==> config.mk <==
export PLATFORM = sky130hd
export DESIGN_NAME = hazard_ctrl
export DESIGN_NICKNAME = d
export VERILOG_FILES = /design/src/rtl/pipe_ctrl_pkg.sv /design/src/rtl/load_use_detect.sv /design/src/rtl/hazard_ctrl.sv
export SDC_FILE = /design/constraint.sdc
export NUM_CORES = 1
export LEC_CHECK = 0
export CAP_MARGIN = 5
export CORE_MARGIN = 1.5
export CORE_UTILIZATION = 50
export CTS_BUF_LIST = sky130_fd_sc_hd__clkbuf_2
export DETAILED_ROUTE_END_ITERATION = 8
export GPL_TIMING_DRIVEN = 1
export PLACE_DENSITY_LB_ADDON = 0.2
export REMOVE_ABC_BUFFERS = 1
export SYNTH_ARGS = -nofsm -noshare
export SYNTH_HDL_FRONTEND = slang
export SYNTH_SLANG_ARGS = --single-unit
==> constraint.sdc <==
create_clock -name clk_i -period 2.3 [get_ports clk_i]
set_input_delay 0.46 -clock clk_i [delete_from_list [all_inputs] [get_ports clk_i]]
set_output_delay 0.46 -clock clk_i [all_outputs]
set_load 0.05 [all_outputs]
==> src/rtl/pipe_ctrl_pkg.sv <==
// Shared definitions for the pipeline hazard controller: FSM encoding,
// default memory timeout and counter limits.
package pipe_ctrl_pkg;

  typedef enum logic [1:0] {
    RUN      = 2'd0,
    MEM_WAIT = 2'd1,
    MEM_DONE = 2'd2
  } ctrlState_e;

  localparam logic [7:0]  DEFAULT_TIMEOUT = 8'd255;
  localparam logic [15:0] STALL_CNT_MAX   = 16'hFFFF;
  localparam logic [4:0]  REG_ZERO        = 5'd0;

endpackage

==> src/rtl/load_use_detect.sv <==
// Combinational load-use comparator: a load in ID/EX whose destination
// (other than the hard-wired zero register) feeds either IF/ID source.
module load_use_detect
  import pipe_ctrl_pkg::*;
(
  input  logic       memRead,
  input  logic [4:0] exRegRt,
  input  logic [4:0] idRegRs,
  input  logic [4:0] idRegRt,
  output logic       hazard
);

  assign hazard = memRead && (exRegRt != REG_ZERO) &&
                  ((exRegRt == idRegRs) || (exRegRt == idRegRt));

endmodule

==> src/rtl/hazard_ctrl.sv <==
// Pipeline hazard controller: data-memory wait FSM with timeout, load-use
// bubbling, branch flushing and a saturating stall-cycle counter.
module hazard_ctrl
  import pipe_ctrl_pkg::*;
#(
  parameter logic [7:0] TIMEOUT = DEFAULT_TIMEOUT
) (
  input  logic        clk_i,
  input  logic        rst_i,
  input  logic        IE_MemRead_i,
  input  logic [4:0]  IE_RegRT_i,
  input  logic [4:0]  ID_RegRS_i,
  input  logic [4:0]  ID_RegRT_i,
  input  logic        Branch_taken_i,
  input  logic        EM_MemReq_i,
  input  logic        Mem_ack_i,
  output logic        Mem_start_o,
  output logic        PC_Write_o,
  output logic        IFID_Write_o,
  output logic        IFID_Flush_o,
  output logic        IDEX_Bubble_o,
  output logic        Pipe_Stall_o,
  output logic        Mem_err_o,
  output logic [15:0] Stall_cnt_o
);

  ctrlState_e  stateReg, stateNext;
  logic [7:0]  waitCntReg, waitCntNext;
  logic        memErrReg, memErrNext;
  logic [15:0] stallCntReg, stallCntNext;
  logic        loadUse;
  logic        memStart, pipeStall, pcWrite, ifidWrite, ifidFlush, idexBubble;

  load_use_detect u_loadUse (
    .memRead (IE_MemRead_i),
    .exRegRt (IE_RegRT_i),
    .idRegRs (ID_RegRS_i),
    .idRegRt (ID_RegRT_i),
    .hazard  (loadUse)
  );

  always_comb begin
    stateNext    = stateReg;
    waitCntNext  = waitCntReg;
    memErrNext   = memErrReg;
    memStart     = 1'b0;
    pipeStall    = 1'b0;
    pcWrite      = 1'b1;
    ifidWrite    = 1'b1;
    ifidFlush    = 1'b0;
    idexBubble   = 1'b0;
    stallCntNext = stallCntReg;

    case (stateReg)
      RUN: begin
        if (EM_MemReq_i) begin
          memStart    = 1'b1;
          pipeStall   = 1'b1;
          waitCntNext = 8'd0;
          stateNext   = MEM_WAIT;
        end
      end
      MEM_WAIT: begin
        pipeStall   = 1'b1;
        waitCntNext = waitCntReg + 8'd1;
        // Ack wins over a simultaneous timeout, leaving the error flag alone.
        if (Mem_ack_i) begin
          stateNext = MEM_DONE;
        end else if (waitCntNext == TIMEOUT) begin
          memErrNext = 1'b1;
          stateNext  = MEM_DONE;
        end
      end
      MEM_DONE: stateNext = RUN;
      default:  stateNext = RUN;
    endcase

    if (pipeStall) begin
      pcWrite   = 1'b0;
      ifidWrite = 1'b0;
    end else if (loadUse) begin
      pcWrite    = 1'b0;
      ifidWrite  = 1'b0;
      idexBubble = 1'b1;
    end else if (Branch_taken_i) begin
      ifidFlush = 1'b1;
    end

    if (rst_i) begin
      memStart   = 1'b0;
      pipeStall  = 1'b0;
      pcWrite    = 1'b0;
      ifidWrite  = 1'b0;
      ifidFlush  = 1'b0;
      idexBubble = 1'b0;
    end

    if ((pipeStall || idexBubble) && (stallCntReg != STALL_CNT_MAX)) begin
      stallCntNext = stallCntReg + 16'd1;
    end
  end

  always_ff @(posedge clk_i) begin
    if (rst_i) begin
      stateReg    <= RUN;
      waitCntReg  <= 8'd0;
      memErrReg   <= 1'b0;
      stallCntReg <= 16'd0;
    end else begin
      stateReg    <= stateNext;
      waitCntReg  <= waitCntNext;
      memErrReg   <= memErrNext;
      stallCntReg <= stallCntNext;
    end
  end

  assign Mem_start_o   = memStart;
  assign Pipe_Stall_o  = pipeStall;
  assign PC_Write_o    = pcWrite;
  assign IFID_Write_o  = ifidWrite;
  assign IFID_Flush_o  = ifidFlush;
  assign IDEX_Bubble_o = idexBubble;
  assign Mem_err_o     = memErrReg;
  assign Stall_cnt_o   = stallCntReg;

endmodule

Yosys cells after proc, flatten, opt, wreduce, memory -nomap -nowiden
Cells that the tools add are included.
{ "word_totals": {"mem_bits_ro": 0, "wordCells": 46, "mem_count": 0, "input_bits": 21, "ff_bits": 27, "ramBits": 0, "latchBits": 0} }
{ "op_classes": {"bitwise": 1, "n_eq_ne": 7, "n_reduce_logical": 11, "mul": 0, "n_div": 0, "muxes": 21, "add_sub_neg": 2, "n_shift": 0, "magnitude_cmp": 0} }
{ "ops": {"columns": ["operator", "n"], "rows": [
  ["adder 16 x 1 -> 16 bit, second input constant", 1],
  ["!= test 16 bit, second input constant", 1],
  ["case mux 8 bit (2 select lines)", 1],
  ["2-to-1 mux 1 bit", 14],
  ["== test 5 bit", 2],
  ["adder 8 x 1 -> 8 bit, second input constant", 1],
  ["== test 8 bit, second input constant", 1],
  ["2-to-1 mux 8 bit", 1],
  ["2-to-1 mux 2 bit", 3],
  ["nonzero test 5 bit", 1],
  ["case mux 2 bit (2 select lines)", 1],
  ["AND reduction 2 bit", 2],
  ["logical AND 1 bit", 3],
  ["!= test 3 bit, second input constant", 1],
  ["AND reduction 3 bit", 1],
  ["== test 2 x 1 -> 1 bit, second input constant", 1],
  ["logical NOT 2 bit", 1],
  ["logical OR 1 bit", 2],
  ["!= test 2 bit, second input constant", 1],
  ["case mux 1 bit (2 select lines)", 1],
  ["nonzero test 2 bit", 1],
  ["inverter 1 bit", 1]
]} }

Logic depth before layout (Yosys ltp)
{ "depth": {"depth_word": 8, "mapped_depth": 9, "ltp_nobuf": 7} }

By module
A second synthesis with hierarchy kept.
{ "unflattened": {"cells_unflattened": 201, "hier_area_um2": 1646.6} }
{ "modules_own_cells": {"columns": ["module", "area_per_inst_um2", "instances", "cells_each"], "rows": [
  ["hazard_ctrl", 1521.5, 1, 184],
  ["load_use_detect", 125.1, 1, 17]
]} }

Least setup slack after synthesis
OpenSTA, ideal clock, no wires.
{ "synth_path": {"kind": "input-to-output", "startpoint": "in rst_i", "endpoint": "out Mem_start_o", "t_required_ps": 1840, "slack_ps": -452, "n_path_buf": 1, "cell_stages": 2, "arrival_ps": 2292, "cell_sequence": "clkbuf_1 > nor4b_1"} }
{ "synth_via": {"elab_chain_cells": 1} }
{ "synth_lines": {"columns": ["element", "line", "source"], "rows": [
  ["start, declared", "hazard_ctrl.sv:9", "input logic rst_i,"],
  ["2-to-1 mux 1 bit", "hazard_ctrl.sv:89", "if (rst_i) begin"],
  ["end, declared", "hazard_ctrl.sv:17", "output logic Mem_start_o,"]
]} }
No other way between the ends.

Final worst setup path
{ "layout_path": {"startpoint": "in IE_RegRT_i[0]", "endpoint": "out IFID_Flush_o"} }
{ "layout_via": {"elab_chain_cells": 6, "word_cells_on_any_way": 9, "cone_classes": "eq/ne (2); mux (3); reduce/logical (4)"} }
{ "layout_lines": {"columns": ["element", "line", "source"], "rows": [
  ["start, declared", "hazard_ctrl.sv:11", "input logic [4:0] IE_RegRT_i,"],
  ["== test 5 bit or nonzero test 5 bit (tied branches)", "load_use_detect.sv:14, load_use_detect.sv:13", null],
  ["logical OR 1 bit or logical AND 1 bit (tied branches)", "load_use_detect.sv:14, load_use_detect.sv:13", null],
  ["logical AND 1 bit (*)", "load_use_detect.sv:13", "assign hazard = memRead && (exRegRt != REG_ZERO) &&"],
  ["2-to-1 mux 1 bit (*)", "hazard_ctrl.sv:81", "end else if (loadUse) begin"],
  ["2-to-1 mux 1 bit (*)", "hazard_ctrl.sv:78", "if (pipeStall) begin"],
  ["2-to-1 mux 1 bit (*)", "hazard_ctrl.sv:89", null],
  ["end, declared", "hazard_ctrl.sv:20", "output logic IFID_Flush_o,"]
]} }
Every way passes the cells marked *; elsewhere a longest branch is shown, timed or not.

==> flow_summary.ini <==
[cts]
htreeDepth = 1
cts_hold_buf = 0
clk_path_buf_depth = 2
path_clk_slew_ns = 0.25
cts_tree = done
numCtsBuffers = 3
cts_num_sinks = 27
worstSkewPairLatency_ns = 0.36
clock-root-buffer = clkbuf_2

[critical_path]
cp-end-kind = output port
path_cells = buf_6 -> or4_4 -> o21a_4 -> a21oi_4 -> and3_4 -> buf_12
critPathArrivalTime_ns = 1.82
critPathLaunchType = primary input
rrSetupSlack_ns = 0.19
cp.required_ns = 1.84
r2r_cells = 7
critPathBufInv = 2
worstSetupPathDepth = 6
slowest_stage = or4_4
max_stage_delay_ns = 0.53
critPathKind = in -> out
crit_family = simple AND/OR/NAND/NOR gates
critPathMaxFanout = 3

[global_route]
grt_pass1_vias = 1460
antenna_found_initial = 0
grt_usage = 0.234
grt_pass1_wl_mm = 6.48
grt-ovfl-total = 0
grt_max_degree = 18

[die]
start_util = 0.531
die_h_um = 60.4
rows = 20
core_um2 = 3100
ios = 44
dieArea_um2 = 3650
die_w_um = 60.4

[finish]
antenna-diode-count = 0
fin_nets = 270
syn_to_final_growth_pct = 35.8
fill_cells = 275
drive_gt1_frac = 0.192
fin_area_um2 = 2240

[run]
cap_violations = 0

[sta]
fin_crit_sh = 0.991
clock.fmax_mhz = 439
fin_skew_ns = 0.00928
setup_viol = 0
grt_setup_unrepaired = true
max-slew-margin-rel = 0.662
tightest_slew_ns = 0.505
finalSetupTns_ns = 0
min_period_ns = 2.28
setup_ws_ns = 0.0216
hold_viol_final = 0
drv_slew = 0

[placement]
place_area_um2 = 2210
pre_cts_slack_ns = -0.393
dp_hpwl_mm = 3.06
io_buffers = 43
gp_congestion = 0.865

[logic_synthesis]
synth_enable_flop_cells = 0
ys_types = 49
syn_area_um2 = 1650
syn_area_per_cell_um2 = 8.36
synth_top_family_by_area = simple AND/OR/NAND/NOR gates
synth_area_leaders = dfxtp_1, xnor2_1, nor2_1, a21oi_1, nand3_1
yosys_register_bits = 27
synth_top_area_frac = 0.328
synthSimpleGateAreaFrac = 0.283
synth_warnings = 0
synthArstFlopShare = 0
synth-compound-area-share = 0.206
synth_ff_type = dfxtp_1
synthMuxAreaShare = 0.0410
syn-instance-count = 197
synth_xor_area_frac = 0.0691
synth_fa_ha_area_frac = 0.0228
yosysTopAreaCell = dfxtp_1
ys_seq_area_frac = 0.328

[min_path]
min_path_cells = 2
hold_path.class = reg -> reg

[drt]
avgViaCountPerCell = 5.51
wl_mm = 3.92
dr.pass1.iters = 4
vias = 1591
drc = 0
drtIter0Drc = 75
ant_nets = 0
wl_per_cell_um = 13.6

[pwr]
p_sw_frac = 0.303
pwr-share-clk = 0.206
powerDensity_nw_per_um2 = 397
p_total_mw = 0.887
seq_power_share = 0.552
peakVddDrop_mv = 0.346
p_leak_nw = 0.798
switching_power_mw = 0.269
combPwrFrac = 0.243
internal_power_mw = 0.618

[status]
status = completed
worst min-delay path: stages (launching register included):
cell and delay (ns):
dfxtp_1 0.38, a21oi_1 0.04, nor2_1 0.07
placed cells by master (no fill, tap or decap), types with 4 or more instances in the layout:
master	instances
a21oi_1	15
a22oi_1	4
buf_12	6
buf_4	11
clkdlybuf4s50_1	22
dfxtp_1	26
dlygate4sd2_1	9
inv_1	4
nand2_1	13
nand3_1	10
nand4_1	5
nor2_1	23
nor3_1	5
o21ai_0	4
o21ai_1	4
o31ai_1	6
or3_1	7
or4_1	5
xnor2_1	11
cell type report:
class	count	area, µm²	area share
Clock buffer	3	15.0	0.00672
Clock inverter	1	5.00	0.00224
Inverter	4	15.0	0.00672
Multi-Input combinational cell	155	1030	0.462
Sequential cell	27	542	0.242
Tap cell	44	55.1	0.0246
Timing Repair Buffer	55	571	0.255
metal layers:
metal  track usage  routed length (µm)
met1         0.294                1700
met2         0.418                1960
met3        0.0341                 237
met4        0.0635                  31
met5             0                   0
registers in the layout, indices dropped and copies added (netlist names):
signal	cells
Stall_cnt_o	16
waitCntReg	8
stateReg	2
Mem_err_o	1
path summary, 6_finish.rpt:
path	start	endpoint
setup / recovery	IE_RegRT_i[0]	IFID_Flush_o
hold / removal	Mem_err_o	Mem_err_o
hold reg to reg	Mem_err_o	Mem_err_o
setup reg to reg	Stall_cnt_o[0]	Stall_cnt_o[1]
cell families (layout without fill, tap and decap cells):
family | count (synthesis) | in the layout
compound gates | 46 | 46
fa+ha+maj | 3 | 3
simple gates | 87 | 87
flops | 27 | 27
xor+xnor | 13 | 13
buf+inv | 15 | 63
mux | 6 | 6
metrics by stage:
step / instances / hold slack, ns / util
3_3_place_gp: 284 / 0.449 / 0.711
5_1_grt: 289 / 0.539 / 0.721
3_5_place_dp: 284 / 0.467 / 0.711
6_report: 289 / 0.512 / 0.721
4_1_cts: 289 / 0.519 / 0.713
2_1_floorplan: 186 / 0.487 / -
timing repair:
item	CTS	global route
pin swaps	12	9
setup endpoints to repair	4	4
setup buffers	1	0
resized for setup	28	7
power by group through the flow:
| stage | combinational (mW) | sequential [mW] | clock (mW) |
|---|---|---|---|
| finish | 0.215 | 0.489 | 0.183 |
| detailed placement | 0.218 | 0.498 | 0 |
| global placement | 0.212 | 0.496 | 0 |
| floorplan | 0.0924 | 0.507 | 0 |
| global route | 0.231 | 0.491 | 0.205 |
| CTS | 0.214 | 0.489 | 0.187 |
cell usage after synthesis (2+ instances only):
library cell,instances
nor3_1,6
o21ai_1,4
xnor2_1,11
ha_1,3
nand3_1,10
o21ai_0,4
mux2_2,2
or3_1,7
or2_0,2
nor2_1,23
buf_6,2
clkbuf_1,4
or4_1,5
buf_2,3
nand2_1,13
a21oi_1,15
buf_4,2
or2_2,2
nor2_2,2
o31ai_1,6
xor2_1,2
dfxtp_1,27
nor2b_1,2
a21o_1,2
mux2i_1,3
a21oi_4,2
a22oi_1,4
nand4_1,5
inv_1,4
(Power assumes the default switching activity.)
